===== src/rtl/softex_slot_regfile.sv =====
// State-slot store for softex: keeps per-row running max/denominator so rows can be
// suspended and resumed. Requests (ALLOC/LOAD) answer through one registered response.
module softex_slot_regfile #(
   parameter int unsigned          N_SLOTS   = 4,
   parameter int unsigned          ADDR_W    = 8,
   parameter int unsigned          WIDTH_IN  = 16,
   parameter int unsigned          WIDTH_ACC = 32,
   parameter logic [WIDTH_IN-1:0]  MAX_RESET = 16'hFF80
) (
   input  logic                           clk_i,
   input  logic                           rst_i,
   input  logic                           clear_i,
   input  logic                           req_valid_i,
   output logic                           req_ready_o,
   input  logic                           req_op_i,
   input  logic [ADDR_W-1:0]              req_addr_i,
   output logic                           rsp_valid_o,
   input  logic                           rsp_ready_i,
   output logic [ADDR_W-1:0]              rsp_addr_o,
   output logic [WIDTH_IN-1:0]            rsp_maximum_o,
   output logic [WIDTH_ACC-1:0]           rsp_denominator_o,
   output logic                           rsp_error_o,
   input  logic                           upd_valid_i,
   input  logic                           upd_op_i,
   input  logic [ADDR_W-1:0]              upd_addr_i,
   input  logic [WIDTH_IN-1:0]            upd_maximum_i,
   input  logic [WIDTH_ACC-1:0]           upd_denominator_i,
   output logic [$clog2(N_SLOTS+1)-1:0]   free_count_o
);

   localparam int unsigned CNT_W = $clog2(N_SLOTS + 1);

   typedef struct packed {
      logic [WIDTH_IN-1:0]  maximum;
      logic [WIDTH_ACC-1:0] denominator;
      logic                 valid;
   } slot_t;

   localparam slot_t FREE_SLOT  = '{maximum: MAX_RESET, denominator: '0, valid: 1'b0};
   localparam slot_t ALLOC_SLOT = '{maximum: MAX_RESET, denominator: '0, valid: 1'b1};

   slot_t                slot_q [N_SLOTS];
   slot_t                slot_d [N_SLOTS];
   logic                 rsp_valid_q, rsp_valid_d;
   logic [ADDR_W-1:0]    rsp_addr_q, rsp_addr_d;
   logic [WIDTH_IN-1:0]  rsp_max_q, rsp_max_d;
   logic [WIDTH_ACC-1:0] rsp_den_q, rsp_den_d;
   logic                 rsp_err_q, rsp_err_d;
   logic [CNT_W-1:0]     free_count_q, free_count_d;

   logic                 req_fire;
   logic                 alloc_found;
   int unsigned          alloc_idx;
   logic                 load_hit;
   slot_t                load_slot;

   assign req_ready_o = !clear_i && (!rsp_valid_q || rsp_ready_i);
   assign req_fire    = req_valid_i && req_ready_o;

   // Requests and updates both see the pre-edge slot state; no forwarding.
   always_comb begin
      slot_d       = slot_q;
      rsp_valid_d  = rsp_valid_q && !rsp_ready_i;
      rsp_addr_d   = rsp_addr_q;
      rsp_max_d    = rsp_max_q;
      rsp_den_d    = rsp_den_q;
      rsp_err_d    = rsp_err_q;
      alloc_found  = 1'b0;
      alloc_idx    = 0;
      load_hit     = 1'b0;
      load_slot    = '0;
      free_count_d = '0;

      for (int unsigned i = 0; i < N_SLOTS; i++) begin
         if (!slot_q[i].valid && !alloc_found) begin
            alloc_found = 1'b1;
            alloc_idx   = i;
         end
         if (32'(req_addr_i) == i && slot_q[i].valid) begin
            load_hit  = 1'b1;
            load_slot = slot_q[i];
         end
      end

      // Out-of-range addresses never match a slot, so those updates drop.
      for (int unsigned i = 0; i < N_SLOTS; i++) begin
         if (upd_valid_i && 32'(upd_addr_i) == i && slot_q[i].valid) begin
            if (upd_op_i) begin
               slot_d[i] = FREE_SLOT;
            end else begin
               slot_d[i].maximum     = upd_maximum_i;
               slot_d[i].denominator = upd_denominator_i;
            end
         end
      end

      if (req_fire) begin
         rsp_valid_d = 1'b1;
         if (!req_op_i) begin
            if (alloc_found) begin
               for (int unsigned i = 0; i < N_SLOTS; i++) begin
                  if (alloc_idx == i) slot_d[i] = ALLOC_SLOT;
               end
               rsp_addr_d = ADDR_W'(alloc_idx);
               rsp_max_d  = MAX_RESET;
               rsp_den_d  = '0;
               rsp_err_d  = 1'b0;
            end else begin
               rsp_addr_d = '0;
               rsp_max_d  = '0;
               rsp_den_d  = '0;
               rsp_err_d  = 1'b1;
            end
         end else begin
            rsp_addr_d = req_addr_i;
            rsp_max_d  = load_hit ? load_slot.maximum : '0;
            rsp_den_d  = load_hit ? load_slot.denominator : '0;
            rsp_err_d  = !load_hit;
         end
      end

      for (int unsigned i = 0; i < N_SLOTS; i++) begin
         if (!slot_d[i].valid) free_count_d = free_count_d + CNT_W'(1);
      end
   end

   always_ff @(posedge clk_i) begin
      if (rst_i || clear_i) begin
         for (int unsigned i = 0; i < N_SLOTS; i++) slot_q[i] <= FREE_SLOT;
         rsp_valid_q  <= 1'b0;
         rsp_addr_q   <= '0;
         rsp_max_q    <= '0;
         rsp_den_q    <= '0;
         rsp_err_q    <= 1'b0;
         free_count_q <= CNT_W'(N_SLOTS);
      end else begin
         for (int unsigned i = 0; i < N_SLOTS; i++) slot_q[i] <= slot_d[i];
         rsp_valid_q  <= rsp_valid_d;
         rsp_addr_q   <= rsp_addr_d;
         rsp_max_q    <= rsp_max_d;
         rsp_den_q    <= rsp_den_d;
         rsp_err_q    <= rsp_err_d;
         free_count_q <= free_count_d;
      end
   end

   assign rsp_valid_o       = rsp_valid_q;
   assign rsp_addr_o        = rsp_addr_q;
   assign rsp_maximum_o     = rsp_max_q;
   assign rsp_denominator_o = rsp_den_q;
   assign rsp_error_o       = rsp_err_q;
   assign free_count_o      = free_count_q;

endmodule

===== config.mk =====
export PLATFORM = sky130hd
export DESIGN_NAME = softex_slot_regfile
export DESIGN_NICKNAME = d
export VERILOG_FILES = /design/src/rtl/softex_slot_regfile.sv
export SDC_FILE = /design/constraint.sdc
export NUM_CORES = 1
export LEC_CHECK = 0
export BUFFER_PORTS_ARGS = -buffer_cell sky130_fd_sc_hd__buf_2
export CORE_ASPECT_RATIO = 1.75
export CORE_MARGIN = 3
export CORE_UTILIZATION = 45
export DETAILED_ROUTE_END_ITERATION = 12
export SETUP_SLACK_MARGIN = 0.2
export SLEW_MARGIN = 10
export SYNTH_ARGS = -nofsm -noshare
export SYNTH_HDL_FRONTEND = slang
export SYNTH_SLANG_ARGS = --single-unit
export TNS_END_PERCENT = 5

===== constraint.sdc =====
create_clock -name clk_i -period 3.25 [get_ports clk_i]
set_clock_uncertainty 0.2 [all_clocks]
set_input_delay 0.1625 -clock clk_i [delete_from_list [all_inputs] [get_ports clk_i]]
set_output_delay 0.1625 -clock clk_i [all_outputs]
set_load 0.02 [all_outputs]

==> out/qor.txt, run 1 <==
Sequential share of the synthesized area: 0.487
Clk slew on worst S/H paths: 0.07 ns
HPWL after DPL: 18,900 um
Total track usage: 0.253
CP required: 3.45 ns
CP Depth: 10
Most common cell after layout, fill and taps aside: nand2_1
IO buf count: 133
Routed Wire Length: 32,500 um
Kind of critical path: reg2reg
Register bit count reported by yosys: 257
Max rail drop VDD: 0.450 mV
Final worst slack: 0.495 ns
Startpoint types: flop
Fillers: 2,211
Post-synth ARST share: 0
IO Pins: 134
Worst path max stage delay: 0.36 ns
Synth area leader: dfxtp_1
Post-synth top flop: dfxtp_1
CP Cell Sequence: nor2b_1 > nor3_2 > nand2_1 > a22o_1 > ha_1 > xor2_1 > ha_1 > inv_1 > o2111ai_1 > nand3_1
YS warnings: 0
Starting DRC count in detailed routing: 633
Clock Tree Buf Depth: 3
Total gr overflow: 0
Power per Cell Area: 503 nW/um^2
Net Count, Synth: 1,439
CP bufs+invs: 1
Yosys top cell area share: 0.487
Arr. time, crit path: 2.95 ns
RSZ-0062 raised after global routing: false
Total Nets Final: 1,579
Post-Synthesis Cell Area: 10,600 um^2
CP delay by family, top: simple AND/OR/NAND/NOR gates
CP max FO: 6
CTS tree: built
# setup viols final: 0
Count of cell types in the netlist: 47
EDFF count, synth: 0
Ratio of cells with drive above 1 in the final layout: 0.145
Max stage delay cell, worst path: nor3_2
Tmin final: 2.76 ns
Largest family of logic cells by synthesized area: compound AO/OA/AOI/OAI gates
Pleak: 4.64 nW
First-pass GRT wire length: 52,300 um
Max-slew violations: 0
Number of routed nets with antenna violations: 0
Initial Util: 0.461
Vias in the first global route: 9,766
Largest net degree at the start of global routing: 97
DRC errors left: 0
TritonCTS buffer count: 24
Worst Tran Pin Value: 0.844 ns
Final Wtd Congestion: 0.780
CTS H-Tree Depth: 1
Synth area leaders: dfxtp_1 (49%), nand2_1 (16%), a21oi_1 (8.2%)
Syn Inst Count: 1,364
Compound-cell area share of the yosys netlist: 0.236
Pre-CTS WS: 0.398 ns
N_diodes: 0
Root Driver: clkbuf_16
Drt via density: 5.53
Core Region: 22,900 um^2
CTS sink count: 257
CP most frequent cell: ha_1
MaxCap Viol Count: 0
Hold Fails Final Rpt: 0
Achievable Freq: 0.363 GHz
Tcrit/Tclk final: 0.848
Layout Utilization: 0.564
Min-Delay Path Depth: 5
Syn-to-layout area delta: 22.5%
Commonest cells after routing, fill and taps aside: nand2_1 (451), dfxtp_1 (257), a21oi_1 (174)
Run status: complete, no violations
Final hold slack: 0.0448 ns
Rows: 73
Reg2Reg Depth: 10
Total power: 0.00650 W
Worst min path class: in2reg
Critical Path End Type: flop
Die ar.: 25,400 um^2
Post-synthesis xor/xnor area fraction: 0.000830
Worst skew pair latency: 0.52 ns
Die span in x: 122 um
CTS resizes: 0
Post-Synth Simple-Gate Area: 0.221
Mean post-synth cell area: 7.74 um^2
Initial antenna violation count: 0
Post-Synth Adder-Cell Area: 0.00356
Drt pass-1 iters: 6
DR WL/cell: 17.9 um
Die H: 209 um
Mux cell area share after synthesis: 0.00190
Relative slew margins: 0.435
TNS Setup: 0 ns
DR vias: 10,100
-- worst paths after layout --
| kind | from | to | slack, ns |
|---|---|---|---|
| max | rsp_valid_o$_SDFF_PP0_ | free_count_o[2]$_SDFF_PP1_ | 0.49 |
| min reg2reg | rsp_denominator_o[21]$_SDFFE_PP0P_ | rsp_denominator_o[21]$_SDFFE_PP0P_ | 0.25 |
| min | upd_addr_i[6] | slot_q[49]$_SDFF_PP0_ | 0.04 |
| max reg2reg | rsp_valid_o$_SDFF_PP0_ | free_count_o[2]$_SDFF_PP1_ | 0.49 |
-- power breakdown --
| part | switching [W] | internal, W |
|---|---|---|
| registers | 0.00000458 | 0.00316 |
| clock network | 0.00121 | 0.00172 |
| logic | 0.000243 | 0.000160 |
-- sequential cells by signal, indices dropped and copies added (netlist names) --
signal / count
rsp_maximum_o: 16
free_count_o: 3
rsp_denominator_o: 32
slot_q: 196
rsp_addr_o: 8
rsp_valid_o: 1
rsp_error_o: 1
-- cells by family (layout without fill, tap and decap cells) --
group,after synthesis,after routing
muxes,2,2
xor gates and xnor gates,1,1
DFF,257,257
and+or+nand+nor,556,556
adders and majority gates,3,3
AOI/OAI and AO/OA,419,419
buffers and inverters,126,284
-- worst min-delay path: stages --
cell and delay (ns):
buf_2 0.10, nor4_4 0.05, nand2_1 0.15, o22ai_2 0.15, nor2_1 0.12
-- metal layers --
| metal | global-route usage | part of all wire | vias up | wire, um |
|---|---|---|---|---|
| li1 | - | - | 4961 | - |
| met1 | 0.307 | 0.41 | 4744 | 13300 |
| met2 | 0.461 | 0.51 | 314 | 16700 |
| met3 | 0.0276 | 0.051 | 58 | 1650 |
| met4 | 0.0824 | 0.029 | 0 | 945 |
| met5 | 0 | 0 | - | 0 |
-- metrics by stage --
stage | cells | instance area [um^2]
2_1_floorplan | 1364 | 10600
6_report | 1822 | 12900
3_3_place_gp | 1707 | 11400
4_1_cts | 1822 | 12900
5_1_grt | 1822 | 12900
3_5_place_dp | 1707 | 11400
-- layout make-up --
cell class | count | area (um^2) | share of cell area
repair buffers | 231 | 1600 | 0.124
inverters | 9 | 33.8 | 0.00261
well taps | 300 | 375 | 0.0290
clock buffers | 35 | 733 | 0.0567
flip-flops and latches | 257 | 5140 | 0.398
clock inverters | 9 | 97.6 | 0.00754
multi-input cells | 981 | 4950 | 0.382
-- what timing repair did --
| item | 4_1_cts | 5_1_grt |
|---|---|---|
| setup buffers | 0 | 0 |
| hold endpoints to repair | 217 | 0 |
| hold buffers | 71 | 0 |
-- cells in the mapped netlist (2+ instances only) --
cell type  number
nand2_1       451
dfxtp_1       257
a21oi_1       174
clkbuf_1       80
o21ai_0        62
a31oi_1        50
a221oi_1       48
o211ai_1       45
nor2b_1        42
o21ai_1        29
buf_2          26
nor2_1         21
nand3_1        12
inv_1           9
buf_1           8
nand2b_1        5
nor3_1          4
ha_1            3
nand3b_1        3
a211oi_1        2
a41oi_1         2
buf_6           2
mux2i_1         2
nand4_1         2
nor3_2          2
or2_2           2
Power figures use the tool's default switching activity.
==> inputs of run 2 (changes only) <==
- ABC_AREA: default -> 1
- PLACE_DENSITY: default -> 0.67
- clock period: 3.25 -> 2.5 ns (I/O delays scaled with it)
==> run 2 against run 1 <==
Final area grew 9.0%; power up 33%; critical path depth up 3; final cell count rose by 18%; sequential share of layout area is 3.3 points lower; synthesized cell count rose by 22%; clock power up 37%; highest routed layer unchanged.
==> out/qor.txt, run 2 <==
Most frequent cells after synthesis: nand2_1 (319), dfxtp_1 (257), a21oi_1 (230)
IO Pins: 134 (unchanged)
Post-synth top flop: dfxtp_1
Root Driver: clkbuf_16
CP startpoint: upd_addr_i[2]
CTS tree: built
DRC errors left: 0 (unchanged)
Total track usage: 0.247 (-0.00628)
Largest register FFs: 196 (unchanged)
Synth area leaders: dfxtp_1 (45%), nand2_1 (10%), a21oi_1 (10%)
Min-delay src: upd_valid_i
Total Nets Final: 1,887 (+20%)
CP max FO: 3 (-3)
Starting DRC count in detailed routing: 869 (+37%)
Startpoint types: primary input
Clock Tree Buf Depth: 3 (unchanged)
Final hold slack: 0.0376 ns (-0.00714 ns)
Arr. time, crit path: 2.52 ns (-0.43 ns)
Post-synth ARST share: 0 (unchanged)
N_diodes: 0 (unchanged)
DR vias: 11,700 (+16%)
Pleak: 6.11 nW (+32%)
Largest net degree at the start of global routing: 97 (unchanged)
Max rail drop VDD: 0.435 mV (-3.3%)
Count leader, synth: nand2_1
Initial antenna violation count: 0 (unchanged)
Post-Layout Cell Count: 2,143 (+18%)
Net Count, Synth: 1,745 (+21%)
Reg2Reg Depth: 7 (-3)
Routed Wire Length: 34,900 um (+7.2%)
Placed insts: 2,029 (+19%)
Sequential share of the synthesized area: 0.447 (-0.0407)
Die H: 218 um (+4.3%)
Initial Util: 0.462 (+0.00187)
Max-slew violations: 0 (unchanged)
Layout Utilization: 0.566 (+0.00163)
CTS H-Tree Depth: 1 (unchanged)
Critical Path End Type: flop
EDFF count, synth: 0 (unchanged)
Clk slew on worst S/H paths: 0.07 ns (about the same)
Die span in x: 127 um (+4.2%)
R2R Setup Slk: 0.22 ns (-0.27 ns)
Syn-to-layout area delta: 22.4%
Final Wtd Congestion: 0.874 (+12%)
Vias in the first global route: 11,300 (+16%)
Hold Fails Final Rpt: 0 (unchanged)
Mean post-synth cell area: 6.90 um^2 (-11%)
Commonest cells after routing, fill and taps aside: nand2_1 (316), dfxtp_1 (257), a21oi_1 (230)
Tmin final: 2.30 ns
CP required: 2.72 ns (-0.73 ns)
HPWL after DPL: 20,500 um (+8.4%)
Kind of critical path: in2reg
IO buf count: 133 (unchanged)
Achievable Freq: 0.435 GHz
Count of cell types in the netlist: 32 (-32%)
# setup viols final: 0 (unchanged)
Drt pass-1 iters: 5 (-1)
CP endpoint: free_count_o[2]$_SDFF_PP1_
Synth area leader: dfxtp_1
Critical R2R Capture: slot_q[194]$_SDFF_PP1_
Yosys top cell area share: 0.447 (-0.0407)
Drt via density: 5.46 (-1.3%)
Run status: complete, no violations
Design area: 14,100 um^2 (+9.0%)
Syn Inst Count: 1,670 (+22%)
MaxCap Viol Count: 0 (unchanged)
Post-Synthesis Cell Area: 11,500 um^2 (+9.1%)
Worst skew pair latency: 0.54 ns (+0.02 ns)
Total gr overflow: 0 (unchanged)
Ratio of cells with drive above 1 in the final layout: 0.138 (-0.00703)
Register bit count reported by yosys: 257 (unchanged)
TNS Setup: 0 ns (unchanged)
YS warnings: 0 (unchanged)
Most common cell after layout, fill and taps aside: nand2_1
RSZ-0062 raised after global routing: true
Largest Register: slot_q
First-pass GRT wire length: 57,000 um (+8.9%)
Die ar.: 27,600 um^2 (+8.7%)
DR WL/cell: 16.3 um (-8.9%)
Placed Instance Area: 12,500 um^2 (+9.9%)
Worst r2r src: slot_q[147]$_SDFF_PP0_
Core Region: 24,900 um^2 (+8.7%)
CTS sink count: 257 (unchanged)
Number of routed nets with antenna violations: 0 (unchanged)
Relative slew margins: 0.527 (+0.0916)
Tcrit/Tclk final: 0.920
TritonCTS buffer count: 25 (+4.2%)
Worst Tran Pin Value: 0.710 ns (-0.134 ns)
Power per Cell Area: 613 nW/um^2 (+22%)
Worst min path class: in2reg
Rows: 76 (+4.1%)
run 2: cell count changes after synthesis, sizes merged, moves of 57 or more:
| cell | change |
|---|---|
| inv | +123 |
| a21oi | +57 |
| nand2 | -131 |
| nor2 | +144 |
| nand3 | +191 |
| o21ai | +62 |
run 2: how the worst min path moves through the flow:
stage	endpoint	slack, ns	depth (start not counted)
after global placement	rsp_addr_o[7]$_SDFFE_PP0P_	0.18	3
after detailed placement	rsp_addr_o[4]$_SDFFE_PP0P_	0.19	3
after floorplan	rsp_addr_o[2]$_SDFFE_PP0P_	0.07	2
final	slot_q[46]$_SDFF_PP1_	0.04	5
after CTS	slot_q[98]$_SDFF_PP0_	0.01	8
after global routing	slot_q[46]$_SDFF_PP1_	0.09	6
run 2: per-layer routing:
layer | vias up | global-route usage | routed length, um
met1 | 5420 | 0.307 | 14200
li1 | 5776 | - | -
met3 | 73 | 0.0272 | 2120
met2 | 434 | 0.434 | 17400
met5 | - | 0 | 0
met4 | 0 | 0.0981 | 1080
run 2: area by class of cell:
| cell class | instances | area (um^2) |
|---|---|---|
| clock buffer | 37 | 751 |
| clock inverter | 9 | 129 |
| fill | 2452 | 10800 |
| inverter | 133 | 499 |
| multi-input combinational | 1150 | 5400 |
| sequential | 257 | 5140 |
| tap | 312 | 390 |
| timing repair buffer | 245 | 1790 |
run 2: kinds of logic (layout without fill, tap and decap cells):
family          after synthesis  count (layout)  share of synthesized area
simple gates                739             739                      0.274
compound gates              408             408                      0.183
flops                       257             257                      0.447
buf+inv                     263             424                     0.0934
fa+ha+maj                     3               3                    0.00326
run 2: report_power, final:
group / total, W / internal, W / switching [W]
clock: 0.00403 / 0.00239 / 0.00164
sequential: 0.00411 / 0.00410 / 0.00000418
combinational: 0.000509 / 0.000195 / 0.000314
total: 0.00864 / 0.00669 / 0.00195
run 2: worst max-delay path, stage by stage:
cell and delay [ns]:
dlygate4sd3_1 0.54, buf_2 0.14, nor4_4 0.36, nand2_2 0.11
o22ai_2 0.21, ha_4 0.25, nand3b_1 0.15, nand2_1 0.08
inv_1 0.06, ha_1 0.19, nand3_1 0.11, o21bai_1 0.12
nand3_1 0.09
run 2: timing repair:
item                       CTS  global route
gates resized for setup      2             4
hold endpoints to repair   221             0
pin swaps                    0             4
buffers inserted             0             1
setup endpoints to repair    1            90
hold buffers                67             0
run 2: per-stage QoR:
step,total power (W),worst slack (ns)
6_report,0.00864,0.200
5_1_grt,0.00893,0.0144
4_1_cts,0.00870,0.211
3_5_place_dp,0.00462,0.108
3_3_place_gp,0.00462,0.175
2_1_floorplan,0.00442,0.204
